==> src/rtl/apb_cfg_sequencer_if.sv <==
// APB top-level master port bundle: strobe, direction, one-hot select, address,
// write data out and read data back.
interface apb_cfg_sequencer_if #(
  parameter int ADDR_WIDTH  = 7,
  parameter int COEFF_WIDTH = 20,
  parameter int PDATA_WIDTH = 32,
  parameter int COMP        = 4
);
  logic                   MTRANS;
  logic                   MWRITE;
  logic [COMP-1:0]        MSELx;
  logic [ADDR_WIDTH-1:0]  MADDR;
  logic [COEFF_WIDTH-1:0] MWDATA;
  logic [PDATA_WIDTH-1:0] MRDATA;

  modport master (
    output MTRANS, MWRITE, MSELx, MADDR, MWDATA,
    input  MRDATA
  );

  modport slave (
    input  MTRANS, MWRITE, MSELx, MADDR, MWDATA,
    output MRDATA
  );
endinterface

==> src/rtl/apb_cfg_sequencer.sv <==
// Burst command sequencer driving the APB master port: one command plus a write
// stream becomes back-to-back single transactions paced by a fixed gap.
module apb_cfg_sequencer #(
  parameter int ADDR_WIDTH  = 7,
  parameter int COEFF_WIDTH = 20,
  parameter int PDATA_WIDTH = 32,
  parameter int COMP        = 4,
  parameter int LEN_WIDTH   = 8,
  parameter int XFER_GAP    = 3
) (
  input  logic                          clk,
  input  logic                          rst,
  // cmd and wr are valid/ready: a transfer happens on a rising edge where both
  // valid and ready are high; ready depends only on state, never on valid.
  input  logic                          cmd_valid,
  output logic                          cmd_ready,
  input  logic                          cmd_write,
  input  logic [$clog2(COMP)-1:0]       cmd_sel,
  input  logic [ADDR_WIDTH-1:0]         cmd_addr,
  input  logic [LEN_WIDTH-1:0]          cmd_len,
  input  logic                          wr_valid,
  input  logic signed [COEFF_WIDTH-1:0] wr_data,
  output logic                          wr_ready,
  output logic                          rd_valid,
  output logic [PDATA_WIDTH-1:0]        rd_data,
  input  logic                          abort,
  apb_cfg_sequencer_if.master           apb,
  output logic                          busy,
  output logic                          done,
  output logic                          err,
  output logic                          aborted,
  output logic [2:0]                    state_dbg
);
  localparam int GAP_WIDTH = $clog2(XFER_GAP);
  localparam int SUM_WIDTH = ((ADDR_WIDTH > LEN_WIDTH) ? ADDR_WIDTH : LEN_WIDTH) + 1;
  localparam logic [SUM_WIDTH-1:0] ADDR_SPAN = SUM_WIDTH'(1) << ADDR_WIDTH;
  localparam logic [GAP_WIDTH-1:0] GAP_LOAD  = GAP_WIDTH'(XFER_GAP - 1);

  typedef enum logic [2:0] {
    S_IDLE   = 3'd0,
    S_FETCH  = 3'd1,
    S_ISSUE  = 3'd2,
    S_GAP    = 3'd3,
    S_FINISH = 3'd4
  } state_t;

  state_t                   state, state_nxt;
  logic [$clog2(COMP)-1:0]  sel_q;
  logic [ADDR_WIDTH-1:0]    cur_addr;
  logic [LEN_WIDTH-1:0]     rem_cnt;
  logic [GAP_WIDTH-1:0]     gap_cnt;
  logic                     dir_q;
  logic                     abort_q;
  logic                     mtrans_q, mwrite_q;
  logic [COMP-1:0]          msel_q;
  logic [ADDR_WIDTH-1:0]    maddr_q;
  logic [COEFF_WIDTH-1:0]   mwdata_q;
  logic [SUM_WIDTH-1:0]     cmd_end;
  logic                     cmd_bad, gap_last, last_word;

  // A burst may end exactly on the top address but never wrap past it.
  assign cmd_end   = SUM_WIDTH'(cmd_addr) + SUM_WIDTH'(cmd_len);
  assign cmd_bad   = (cmd_len == '0) || (cmd_end > ADDR_SPAN);
  assign gap_last  = (gap_cnt == '0);
  assign last_word = (rem_cnt == LEN_WIDTH'(1));

  assign cmd_ready  = (state == S_IDLE);
  assign wr_ready   = (state == S_FETCH);
  assign state_dbg  = state;
  assign apb.MTRANS = mtrans_q;
  assign apb.MWRITE = mwrite_q;
  assign apb.MSELx  = msel_q;
  assign apb.MADDR  = maddr_q;
  assign apb.MWDATA = mwdata_q;

  always_comb begin
    state_nxt = state;
    case (state)
      S_IDLE:   if (cmd_valid && !cmd_bad) state_nxt = cmd_write ? S_FETCH : S_ISSUE;
      S_FETCH:  if (abort) state_nxt = S_FINISH;
                else if (wr_valid) state_nxt = S_ISSUE;
      S_ISSUE:  state_nxt = S_GAP;
      S_GAP:    if (gap_last) begin
                  if (last_word || abort_q || abort) state_nxt = S_FINISH;
                  else state_nxt = dir_q ? S_FETCH : S_ISSUE;
                end
      S_FINISH: state_nxt = S_IDLE;
      default:  state_nxt = S_IDLE;
    endcase
  end

  always_ff @(posedge clk) begin
    if (rst) begin
      state    <= S_IDLE;
      sel_q    <= '0;
      cur_addr <= '0;
      rem_cnt  <= '0;
      gap_cnt  <= '0;
      dir_q    <= 1'b0;
      abort_q  <= 1'b0;
      mtrans_q <= 1'b0;
      mwrite_q <= 1'b0;
      msel_q   <= '0;
      maddr_q  <= '0;
      mwdata_q <= '0;
      rd_valid <= 1'b0;
      rd_data  <= '0;
      busy     <= 1'b0;
      done     <= 1'b0;
      err      <= 1'b0;
      aborted  <= 1'b0;
    end else begin
      state    <= state_nxt;
      busy     <= (state_nxt != S_IDLE);
      mtrans_q <= (state_nxt == S_ISSUE);
      rd_valid <= 1'b0;
      done     <= 1'b0;
      err      <= 1'b0;
      aborted  <= 1'b0;
      case (state)
        S_IDLE: if (cmd_valid) begin
          if (cmd_bad) begin
            err <= 1'b1;
          end else begin
            sel_q    <= cmd_sel;
            cur_addr <= cmd_addr;
            rem_cnt  <= cmd_len;
            dir_q    <= cmd_write;
            abort_q  <= 1'b0;
            if (!cmd_write) begin
              msel_q   <= COMP'(1) << cmd_sel;
              maddr_q  <= cmd_addr;
              mwrite_q <= 1'b0;
            end
          end
        end
        S_FETCH: begin
          if (abort) begin
            abort_q <= 1'b1;
          end else if (wr_valid) begin
            mwdata_q <= wr_data;
            msel_q   <= COMP'(1) << sel_q;
            maddr_q  <= cur_addr;
            mwrite_q <= 1'b1;
          end
        end
        S_ISSUE: begin
          gap_cnt <= GAP_LOAD;
          if (abort) abort_q <= 1'b1;
        end
        S_GAP: begin
          if (abort) abort_q <= 1'b1;
          if (!gap_last) begin
            gap_cnt <= gap_cnt - GAP_WIDTH'(1);
          end else begin
            rem_cnt  <= rem_cnt - LEN_WIDTH'(1);
            cur_addr <= cur_addr + ADDR_WIDTH'(1);
            if (!dir_q) begin
              rd_data  <= apb.MRDATA;
              rd_valid <= 1'b1;
            end
            // Reads chain straight into the next strobe without a FETCH.
            if (state_nxt == S_ISSUE) maddr_q <= cur_addr + ADDR_WIDTH'(1);
          end
        end
        S_FINISH: begin
          if (abort_q) aborted <= 1'b1;
          else done <= 1'b1;
          msel_q  <= '0;
          abort_q <= 1'b0;
        end
        default: ;
      endcase
    end
  end
endmodule
==> src/flat_wrapper.sv <==
// flat-port wrapper written by rule: the top's interface ports become plain ports
module apb_cfg_sequencer_flat 
#(
  parameter int ADDR_WIDTH  = 7,
  parameter int COEFF_WIDTH = 20,
  parameter int PDATA_WIDTH = 32,
  parameter int COMP        = 4,
  parameter int LEN_WIDTH   = 8,
  parameter int XFER_GAP    = 3
)
  (clk, rst, cmd_valid, cmd_ready, cmd_write, cmd_sel, cmd_addr, cmd_len, wr_valid, wr_data, wr_ready, rd_valid, rd_data, abort, busy, done, err, aborted, state_dbg, apb_MTRANS, apb_MWRITE, apb_MSELx, apb_MADDR, apb_MWDATA, apb_MRDATA);
  apb_cfg_sequencer_if #(.ADDR_WIDTH(ADDR_WIDTH), .COEFF_WIDTH(COEFF_WIDTH), .PDATA_WIDTH(PDATA_WIDTH), .COMP(COMP)) apb_i ();
  input  logic clk;
  input  logic rst;
  input  logic cmd_valid;
  output logic cmd_ready;
  input  logic cmd_write;
  input  logic [$clog2(COMP)-1:0] cmd_sel;
  input  logic [ADDR_WIDTH-1:0] cmd_addr;
  input  logic [LEN_WIDTH-1:0] cmd_len;
  input  logic wr_valid;
  input  logic signed [COEFF_WIDTH-1:0] wr_data;
  output logic wr_ready;
  output logic rd_valid;
  output logic [PDATA_WIDTH-1:0] rd_data;
  input  logic abort;
  output logic busy;
  output logic done;
  output logic err;
  output logic aborted;
  output logic [2:0] state_dbg;
  output wire logic [$bits(apb_i.MTRANS)-1:0] apb_MTRANS;
  output wire logic [$bits(apb_i.MWRITE)-1:0] apb_MWRITE;
  output wire logic [$bits(apb_i.MSELx)-1:0] apb_MSELx;
  output wire logic [$bits(apb_i.MADDR)-1:0] apb_MADDR;
  output wire logic [$bits(apb_i.MWDATA)-1:0] apb_MWDATA;
  input wire logic [$bits(apb_i.MRDATA)-1:0] apb_MRDATA;
  assign apb_MTRANS = apb_i.MTRANS;
  assign apb_MWRITE = apb_i.MWRITE;
  assign apb_MSELx = apb_i.MSELx;
  assign apb_MADDR = apb_i.MADDR;
  assign apb_MWDATA = apb_i.MWDATA;
  assign apb_i.MRDATA = apb_MRDATA;
  apb_cfg_sequencer #(.ADDR_WIDTH(ADDR_WIDTH), .COEFF_WIDTH(COEFF_WIDTH), .PDATA_WIDTH(PDATA_WIDTH), .COMP(COMP), .LEN_WIDTH(LEN_WIDTH), .XFER_GAP(XFER_GAP)) u_core (.clk(clk), .rst(rst), .cmd_valid(cmd_valid), .cmd_ready(cmd_ready), .cmd_write(cmd_write), .cmd_sel(cmd_sel), .cmd_addr(cmd_addr), .cmd_len(cmd_len), .wr_valid(wr_valid), .wr_data(wr_data), .wr_ready(wr_ready), .rd_valid(rd_valid), .rd_data(rd_data), .abort(abort), .apb(apb_i), .busy(busy), .done(done), .err(err), .aborted(aborted), .state_dbg(state_dbg));
endmodule
==> config.mk <==
export PLATFORM = sky130hd
export DESIGN_NAME = apb_cfg_sequencer_flat
export DESIGN_NICKNAME = d
export VERILOG_FILES = /design/src/rtl/apb_cfg_sequencer_if.sv /design/src/rtl/apb_cfg_sequencer.sv /design/src/flat_wrapper.sv
export SDC_FILE = /design/constraint.sdc
export NUM_CORES = 1
export LEC_CHECK = 0
export ABC_AREA = 1
export BUFFER_PORTS_ARGS = -buffer_cell sky130_fd_sc_hd__buf_2
export CORE_MARGIN = 2
export CORE_UTILIZATION = 30
export DETAILED_ROUTE_END_ITERATION = 8
export GPL_TIMING_DRIVEN = 0
export PLACE_DENSITY = 0.53
export SLEW_MARGIN = 20
export SYNTH_ARGS = -nofsm -noshare
export SYNTH_HDL_FRONTEND = slang
export SYNTH_SLANG_ARGS = --single-unit
==> constraint.sdc <==
create_clock -name clk -period 3.1 [get_ports clk]
set_clock_uncertainty 0.05 [all_clocks]
set_input_delay 0.62 -clock clk [delete_from_list [all_inputs] [get_ports clk]]
set_output_delay 0.62 -clock clk [all_outputs]
set_load 0.005 [all_outputs]
==> results.cfg, run 1 <==
[outcome]
result_of_the_run = finished clean

[setup_path]
crit_slowest_cell = sky130_fd_sc_hd__fa_1
path_max_fanout = 10
cp_data_arrival_time_ps = 2860
crit_buf_inv = 2
worst_path_cell_chain = buf_2, ha_1, fa_1, or2_0, nor2_1, nand3_1, nor2_2, nand3_2, nand2_4, nand4_2, nand2_2, buf_4, nand3_1, nand2_1, nor2_1
crit_required_ps = 3290
critPathLaunchType = input pin
crit_type = in -> reg
setup.worst_path.end_class = flop
crit_family = simple AND/OR/NAND/NOR gates
crit_path_max_incr_delay_ps = 420

[placed_design]
detailed_place_hpwl_mm = 9.92
placedInstanceArea_um2 = 5530
io_buffer_count = 148
dp_slack_ps = 18.0
gp_routability_congestion = 0.821

[timing]
slew_violations = 0
finalCriticalPeriod_ps = 2670
rsz0062_at_grt = false
timing_worst_slew_pin_value_ps = 538
hold-worst-slack_ps = 408
setup_viol = 0
fin_ws_ps = 434
setup_total_negative_slack_ps = 0
final.period_utilization = 0.860
clock.fmax_ghz = 0.375
report.final.hold_viol_count = 0
worst_slew_margin_rel = 0.641

[yosys]
post_syn_area_per_cell_um2 = 6.96
netlist.top_cell.by_area = sky130_fd_sc_hd__dfxtp_1
yosys-top-cells-count = sky130_fd_sc_hd__nand2_1 (139), sky130_fd_sc_hd__nor2_1 (97), sky130_fd_sc_hd__dfxtp_1 (94)
synth.most_common_cell = sky130_fd_sc_hd__nand2_1
synthDistinctLibCells = 40
synth.ff_latch_count = 94
netlist_instances = 654
synth_flop_cell = sky130_fd_sc_hd__dfxtp_1
synth_top_cells_by_area = sky130_fd_sc_hd__dfxtp_1 (41%), sky130_fd_sc_hd__nand2_1 (11%), sky130_fd_sc_hd__nor2_1 (8.0%)
synth.yosys.seq_area_share = 0.414
synth_top_cell_area_share = 0.414
postSynth.asyncResetShare = 0
synth-edff-count = 0
syn-cell-area_um2 = 4550
synth_fp_nets = 741
ys.warnings.count = 0

[layout]
final.fill_count = 1653
layout-drive-gt1-share = 0.247
final_instance_area_um2 = 5860
num_antenna_cells = 0
area_delta_synth_final_pct = 28.7
finalNetCount = 900

[clocking]
htree_levels = 3
worst_setup_hold_path_clk_slew_ps = 70
cts_tree = yes
insertion_delay_ps = 350
cts-resized-gates = 0
postCtsSetupRepairBufs = 0
cts-hold-fix-buffers = 0
cts.path.max_buffers = 2
clkSinkCount = 94
numCtsBuffers = 9
cts.root.buffer_cell = sky130_fd_sc_hd__clkbuf_16

[power_and_ir_drop]
p_leak_nw = 2.87
power_density_over_cell_area_nw_per_um2 = 533
fin_total_pwr_mw = 3.12
vdd_drop_max_v = 0.000239

[drt]
drt_iter0_drc = 232
routed_wire_length_per_instance_um = 12.9
drc = 0
detailedRoute.firstPassIterationCount = 4
route.final.wire_length_mm = 13.0
vias = 4623
route.detailed.vias_per_inst = 4.60
route.antenna.remaining_nets = 0

[global_routing]
grt_pass1_vias = 4271
antenna_violations_before_repair = 0
gr_ovfl_total = 0
grt_max_degree = 18
grt_first_pass_wirelength_mm = 21.3
grt_usage = 0.161

[floorplan]
initial_core_util = 0.303
die_x_um = 127
die_area_um2 = 16200
io-pin-count = 150
die-height_um = 127
core_area_um2 = 15000
rows = 45

[run]
cap_violations = 0

[min_path]
min_path_type = reg -> reg
-- final cells by class --
cell class / instances / area [µm²] / area share
multi-input combinational: 468 / 2290 / 0.391
clock inverter: 7 / 104 / 0.0177
sequential: 94 / 1880 / 0.321
timing repair buffer: 148 / 741 / 0.126
buffer: 30 / 146 / 0.0250
inverter: 62 / 233 / 0.0397
clock buffer: 9 / 225 / 0.0385
tap: 188 / 235 / 0.0402
-- registers in the layout, summed over array words and instances (netlist names) --
| signal | cells |
|---|---|
| u_core.apb.MADDR | 7 |
| u_core.sel_q | 2 |
| u_core.aborted | 1 |
| u_core.apb.MWDATA | 20 |
| u_core.err | 1 |
| u_core.gap_cnt | 2 |
| u_core.apb.MSELx | 4 |
| u_core.apb.MWRITE | 1 |
| u_core.dir_q | 1 |
| u_core.done | 1 |
| u_core.rd_data | 32 |
| u_core.busy | 1 |
| u_core.cur_addr | 7 |
| u_core.abort_q | 1 |
| u_core.rem_cnt | 8 |
| u_core.state_dbg | 3 |
| u_core.rd_valid | 1 |
| u_core.apb.MTRANS | 1 |
-- where the power goes --
group / switching, mW / total [mW] / internal, mW
Combinational: 0.359 / 0.577 / 0.218
Sequential: 0.0420 / 1.32 / 1.27
Clock: 0.509 / 1.23 / 0.719
-- final timing paths --
kind | slack, ps | start | cells past startpoint | endpoint
setup / recovery | 430 | cmd_addr[0] | 15 | u_core.apb.MADDR[5]
hold / removal | 410 | u_core.rd_data[25] | 2 | u_core.rd_data[25]
setup reg to reg | 1010 | u_core.state_dbg[0] | 12 | u_core.apb.MADDR[5]
hold reg to reg | 410 | u_core.rd_data[25] | 2 | u_core.rd_data[25]
-- cell usage in the layout, fill, tap and decap left out, drive strengths merged, types with 8 or more instances in the layout --
| cell type | count |
|---|---|
| inv | 62 |
| nor2 | 100 |
| nor3 | 8 |
| ha | 11 |
| clkbuf | 26 |
| a21oi | 63 |
| nand2 | 146 |
| dfxtp | 94 |
| nand4 | 9 |
| o21ai | 44 |
| nand3 | 66 |
| buf | 161 |
-- worst reg2reg max path, cell delays in order, from the launching register on --
cell and delay (ps):
sky130_fd_sc_hd__dfxtp_1 400, sky130_fd_sc_hd__inv_1 110, sky130_fd_sc_hd__nor2_4 120, sky130_fd_sc_hd__nand2_2 150
sky130_fd_sc_hd__nor3_2 300, sky130_fd_sc_hd__inv_1 170, sky130_fd_sc_hd__nand3_1 120, sky130_fd_sc_hd__inv_1 70
sky130_fd_sc_hd__nand2_2 120, sky130_fd_sc_hd__buf_4 190, sky130_fd_sc_hd__nand3_1 80, sky130_fd_sc_hd__nand2_1 70
sky130_fd_sc_hd__nor2_1 40
-- per-stage QoR --
stage                     std cells   util
after floorplan                 654      -
after global placement          990  0.368
after detailed placement        990  0.368
after CTS                      1006  0.390
after global routing           1006  0.390
final                          1006  0.390
-- cells by family after synthesis --
kind of cell,Yosys count,share of synthesized area
xor+xnor,1,0.00193
compound gates,124,0.150
flops,94,0.414
buf+inv,92,0.0833
simple gates,331,0.317
fa+ha+maj,12,0.0346
-- layer usage --
metal | share of wire | wire, µm | vias to the layer above | track usage
li1 | - | - | 2454 | -
met1 | 0.49 | 6370 | 2040 | 0.228
met4 | 0.020 | 256 | 0 | 0.0459
met2 | 0.44 | 5680 | 110 | 0.247
met5 | 0 | 0 | - | 0
met3 | 0.050 | 646 | 19 | 0.0381
(Power assumes the default switching activity.)
==> inputs of run 2 (changes only) <==
Settings changed: CORE_UTILIZATION 30 to 39, CTS_CLUSTER_DIAMETER from default to 80, PLACE_DENSITY 0.53 to 0.65.
==> run 2 against run 1 <==
Against the previous run:
- count of clock-buffer cells in the layout increased by 2
- non-clock buffer count unchanged
- design area decreased by 1.3%
- critical path type unchanged
- critical path depth unchanged
==> results.cfg, run 2 (synthesis gave the netlist of run 1 again) <==
[drt]
drt_iter0_drc = 323
route.antenna.remaining_nets = 0
vias = 4730
detailedRoute.firstPassIterationCount = 5
route.detailed.vias_per_inst = 4.92
routed_wire_length_per_instance_um = 13.0
route.final.wire_length_mm = 12.5
drc = 0

[power_and_ir_drop]
fin_total_pwr_mw = 3.03
power.share.clock = 0.373
internal_power_mw = 2.16
netSwitchingFraction = 0.285
share_seq_of_total_power = 0.435
p_leak_nw = 2.87
combinationalPowerShare = 0.192
power_density_over_cell_area_nw_per_um2 = 524
vdd_drop_max_v = 0.000416
net_switching_power_mw = 0.864

[min_path]
min_path_type = reg -> reg

[timing]
rsz0062_at_grt = false
setup_viol = 0
fin_ws_ps = 349
worst_slew_margin_rel = 0.642
clock.fmax_ghz = 0.363
final.period_utilization = 0.887
hold-worst-slack_ps = 402
finalCriticalPeriod_ps = 2750
setup_total_negative_slack_ps = 0
timing_worst_slew_pin_value_ps = 537
report.final.hold_viol_count = 0
slew_violations = 0

[setup_path]
crit_path_max_incr_delay_ps = 450
crit_family = simple AND/OR/NAND/NOR gates
critPathLaunchType = input pin
crit_slowest_cell = sky130_fd_sc_hd__fa_1
crit_type = in -> reg
path_max_fanout = 10
crit_required_ps = 3280
cp_data_arrival_time_ps = 2930
setup.worst_path.end_class = flop
worst_path_cell_chain = buf_2, ha_1, fa_1, or2_0, nor2_1, nand3_1, nor2_2, nand3_2, nand2_4, nand4_2, nand2_2, buf_4, nand3_1, nand2_1, nor2_1
crit_buf_inv = 2

[global_routing]
grt.busiest_layer = met2
antenna_violations_before_repair = 0
grt_first_pass_wirelength_mm = 20.6
gr_ovfl_total = 0
grt_use_met3 = 0.0410
grt_max_degree = 16
grt_util_met1 = 0.263
grtUsageMet2 = 0.324
grt_usage = 0.198
grt_pass1_vias = 4461

[layout]
final_cell_mix = sky130_fd_sc_hd__buf_2 (157), sky130_fd_sc_hd__nand2_1 (139), sky130_fd_sc_hd__nor2_1 (97)
num_antenna_cells = 0
area_delta_synth_final_pct = 27.0
layout-drive-gt1-share = 0.247
post-route-util = 0.506
largest_register_ffs = 32
finalNetCount = 900
layout_commonest_cell = sky130_fd_sc_hd__buf_2
largest-register = u_core.rd_data

[floorplan]
die-height_um = 112
die_x_um = 112
io-pin-count = 150
core_area_um2 = 11400
initial_core_util = 0.399
rows = 39
die_area_um2 = 12500

[clocking]
cts-hold-fix-buffers = 0
cts-resized-gates = 0
insertion_delay_ps = 330
worst_setup_hold_path_clk_slew_ps = 60
postCtsSetupRepairBufs = 0
cts.path.max_buffers = 2
cts.root.buffer_cell = sky130_fd_sc_hd__clkbuf_16
clkSinkCount = 94
htree_levels = 3
cts_tree = yes
numCtsBuffers = 9

[placed_design]
io_buffer_count = 148
detailed_place_hpwl_mm = 9.70
dp_slack_ps = 14.3
gp_routability_congestion = 0.862

[outcome]
result_of_the_run = finished clean

[run]
cap_violations = 0
-- run 2: changes by cell type in the layout (fill, tap and decap cells not counted) --
cell                         delta
sky130_fd_sc_hd__inv_8          -1
sky130_fd_sc_hd__bufinv_16      -1
sky130_fd_sc_hd__clkinvlp_4     -1
sky130_fd_sc_hd__clkbuf_8       +2
sky130_fd_sc_hd__clkinv_2       +2
sky130_fd_sc_hd__inv_6          -1
-- run 2: final timing paths --
| path | depth (start not counted) | slack, ps | start | to |
|---|---|---|---|---|
| worst max-delay path | 15 | 350 | cmd_addr[0] | u_core.apb.MADDR[5] |
| worst min register to register | 1 | 400 | u_core.abort_q | u_core.done |
| worst min-delay path | 1 | 400 | u_core.abort_q | u_core.done |
| worst max register to register | 9 | 1050 | u_core.state_dbg[0] | u_core.rd_data[6] |
-- run 2: stage by stage --
stage / cell area [µm²] / cells
after global routing: 5780 / 961
after detailed placement: 5470 / 945
after floorplan: 4550 / 654
final: 5780 / 961
after CTS: 5780 / 961
after global placement: 5470 / 945
-- run 2: cell type report --
type	instances	area, µm²
plain buffers	30	146
clock buffers	11	253
clock inverters	5	56.3
fillers	1171	5640
inverters	62	233
multi-input cells	468	2290
flip-flops and latches	94	1880
well taps	143	179
repair buffers	148	741
-- run 2: worst register-to-register path: stages (launching register included) --
cell and delay (ps):
sky130_fd_sc_hd__dfxtp_1 390, sky130_fd_sc_hd__inv_1 110, sky130_fd_sc_hd__nor2_4 110, sky130_fd_sc_hd__nand2_1 100
sky130_fd_sc_hd__buf_2 220, sky130_fd_sc_hd__nor2_2 320, sky130_fd_sc_hd__nand2_1 230, sky130_fd_sc_hd__buf_2 250
sky130_fd_sc_hd__nand2_1 80, sky130_fd_sc_hd__a21oi_1 60
-- run 2: power groups by stage --
stage / Clock, mW / Sequential [mW] / Combinational (mW)
3_5_place_dp: 0 / 1.34 / 0.579
6_report: 1.13 / 1.32 / 0.582
4_1_cts: 1.16 / 1.32 / 0.581
5_1_grt: 1.20 / 1.32 / 0.667
3_3_place_gp: 0 / 1.34 / 0.563
2_1_floorplan: 0 / 1.34 / 0.391
-- run 2: routing by layer --
layer | share of wire | vias to the layer above
li1 | - | 2449
met1 | 0.45 | 2112
met2 | 0.47 | 146
met3 | 0.061 | 23
met4 | 0.019 | 0
met5 | 0 | -
==> inputs of run 3 (changes only) <==
Settings changed: PLACE_DENSITY 0.65 to 0.66.
==> run 3 against run 2 <==
Against the previous run:
- global-route usage up 0.17 points
- worst setup slack better by 4.6 ps
- largest cell class unchanged
- sequential cell count unchanged
- maximum frequency up 0.17%
- register-to-register slack worse by 110 ps
- non-clock buffer count unchanged
- largest power group unchanged
- first-iteration DRC count down 20%
- hold slack better by 0.60 ps
- design area down 0.11%
- cell count unchanged
- die area unchanged
==> results.cfg, run 3 (synthesis gave the netlist of run 1 again) <==
[outcome]
result_of_the_run = finished clean

[clocking]
cts.root.buffer_cell = sky130_fd_sc_hd__clkbuf_16
numCtsBuffers = 9
worst_setup_hold_path_clk_slew_ps = 60
insertion_delay_ps = 340
htree_levels = 3
cts-resized-gates = 0
cts.path.max_buffers = 2
cts_tree = yes
clkSinkCount = 94
postCtsSetupRepairBufs = 0
cts-hold-fix-buffers = 0

[setup_path]
crit_path_max_incr_delay_ps = 450
crit_type = in -> reg
cp_data_arrival_time_ps = 2930
crit_required_ps = 3280
crit_family = simple AND/OR/NAND/NOR gates
path_max_fanout = 10
worst_path_cell_chain = buf_2, ha_1, fa_1, or2_0, nor2_1, nand3_1, nor2_2, nand3_2, nand2_4, nand4_2, nand2_2, buf_4, nand3_1, nand2_1, nor2_1
critPathLaunchType = input pin
setup.worst_path.end_class = flop
crit_buf_inv = 2
crit_slowest_cell = sky130_fd_sc_hd__fa_1

[layout]
post-route-util = 0.506
largest_register_ffs = 32
final_cell_mix = sky130_fd_sc_hd__buf_2 (157), sky130_fd_sc_hd__nand2_1 (139), sky130_fd_sc_hd__nor2_1 (97)
layout_commonest_cell = sky130_fd_sc_hd__buf_2
final_instance_area_um2 = 5770
largest-register = u_core.rd_data
area_delta_synth_final_pct = 26.9
layout-drive-gt1-share = 0.244
final_cell_count_no_fill = 961
finalNetCount = 900
num_antenna_cells = 0

[min_path]
min_path_type = reg -> reg

[power_and_ir_drop]
combinationalPowerShare = 0.193
net_switching_power_mw = 0.843
share_seq_of_total_power = 0.439
p_leak_nw = 2.86
fin_total_pwr_mw = 3.01
power.share.clock = 0.368
power_density_over_cell_area_nw_per_um2 = 521
internal_power_mw = 2.16
netSwitchingFraction = 0.281
vdd_drop_max_v = 0.000353

[timing]
finalCriticalPeriod_ps = 2750
setup_viol = 0
worst_slew_margin_rel = 0.637
rsz0062_at_grt = false
report.final.hold_viol_count = 0
slew_violations = 0
timing_worst_slew_pin_value_ps = 543
setup_total_negative_slack_ps = 0
hold-worst-slack_ps = 403
final.period_utilization = 0.886
clock.fmax_ghz = 0.364
fin_ws_ps = 354

[placed_design]
detailed_place_hpwl_mm = 9.81
placedInstanceArea_um2 = 5470
dp_slack_ps = -13.2
placed_cells_incl_taps = 945
io_buffer_count = 148
gp_routability_congestion = 0.869

[global_routing]
gr_ovfl_total = 0
grt_first_pass_wirelength_mm = 20.7
antenna_violations_before_repair = 0
grt_max_degree = 15
grt_pass1_vias = 4441
grt_usage = 0.200

[drt]
route.antenna.remaining_nets = 0
detailedRoute.firstPassIterationCount = 4
drt_iter0_drc = 260
route.detailed.vias_per_inst = 5.01
vias = 4810
routed_wire_length_per_instance_um = 13.2
highest-signal-layer = met4
route.final.wire_length_mm = 12.7
met3_wirelength_um = 831
drc = 0
wl_met1_mm = 5.65
wl_met2_mm = 5.89

[floorplan]
die_area_um2 = 12500
rows = 39
die-height_um = 112
io-pin-count = 150
initial_core_util = 0.399
die_x_um = 112
core_area_um2 = 11400

[run]
cap_violations = 0
run 3: changes by cell type in the layout (fill, tap and decap cells not counted):
| cell | delta |
|---|---|
| sky130_fd_sc_hd__clkbuf_1 | +2 |
| sky130_fd_sc_hd__clkinv_2 | -1 |
| sky130_fd_sc_hd__inv_6 | -1 |
run 3: final cells by class:
cell class | instances | area, µm²
fillers | 1153 | 5650
multi-input cells | 468 | 2290
flip-flops and latches | 94 | 1880
repair buffers | 148 | 741
clock buffers | 13 | 260
inverters | 62 | 233
well taps | 143 | 179
plain buffers | 30 | 146
clock inverters | 3 | 42.5
run 3: power groups by stage:
stage / Clock, mW / Sequential (mW) / Combinational (mW)
6_report: 1.11 / 1.32 / 0.581
5_1_grt: 1.17 / 1.33 / 0.663
4_1_cts: 1.13 / 1.32 / 0.582
3_5_place_dp: 0 / 1.34 / 0.580
3_3_place_gp: 0 / 1.34 / 0.562
2_1_floorplan: 0 / 1.34 / 0.391
run 3: worst paths after layout:
path         depth (start not counted)           startpoint                  end  slack, ps
min reg2reg                          2      u_core.sel_q[1]      u_core.sel_q[1]        400
max                                 15          cmd_addr[0]  u_core.apb.MADDR[5]        350
min                                  2      u_core.sel_q[1]      u_core.sel_q[1]        400
max reg2reg                          9  u_core.state_dbg[0]   u_core.rd_data[18]        940
run 3: per-layer routing:
metal | vias up | GRT usage
met5 | - | 0
met4 | 0 | 0.0650
met3 | 26 | 0.0448
met2 | 167 | 0.330
met1 | 2160 | 0.261
li1 | 2457 | -
run 3: tightest hold or removal path, cell delays in order (launching register included):
cell and delay (ps):
sky130_fd_sc_hd__dfxtp_1 290, sky130_fd_sc_hd__inv_1 60, sky130_fd_sc_hd__a21oi_1 60
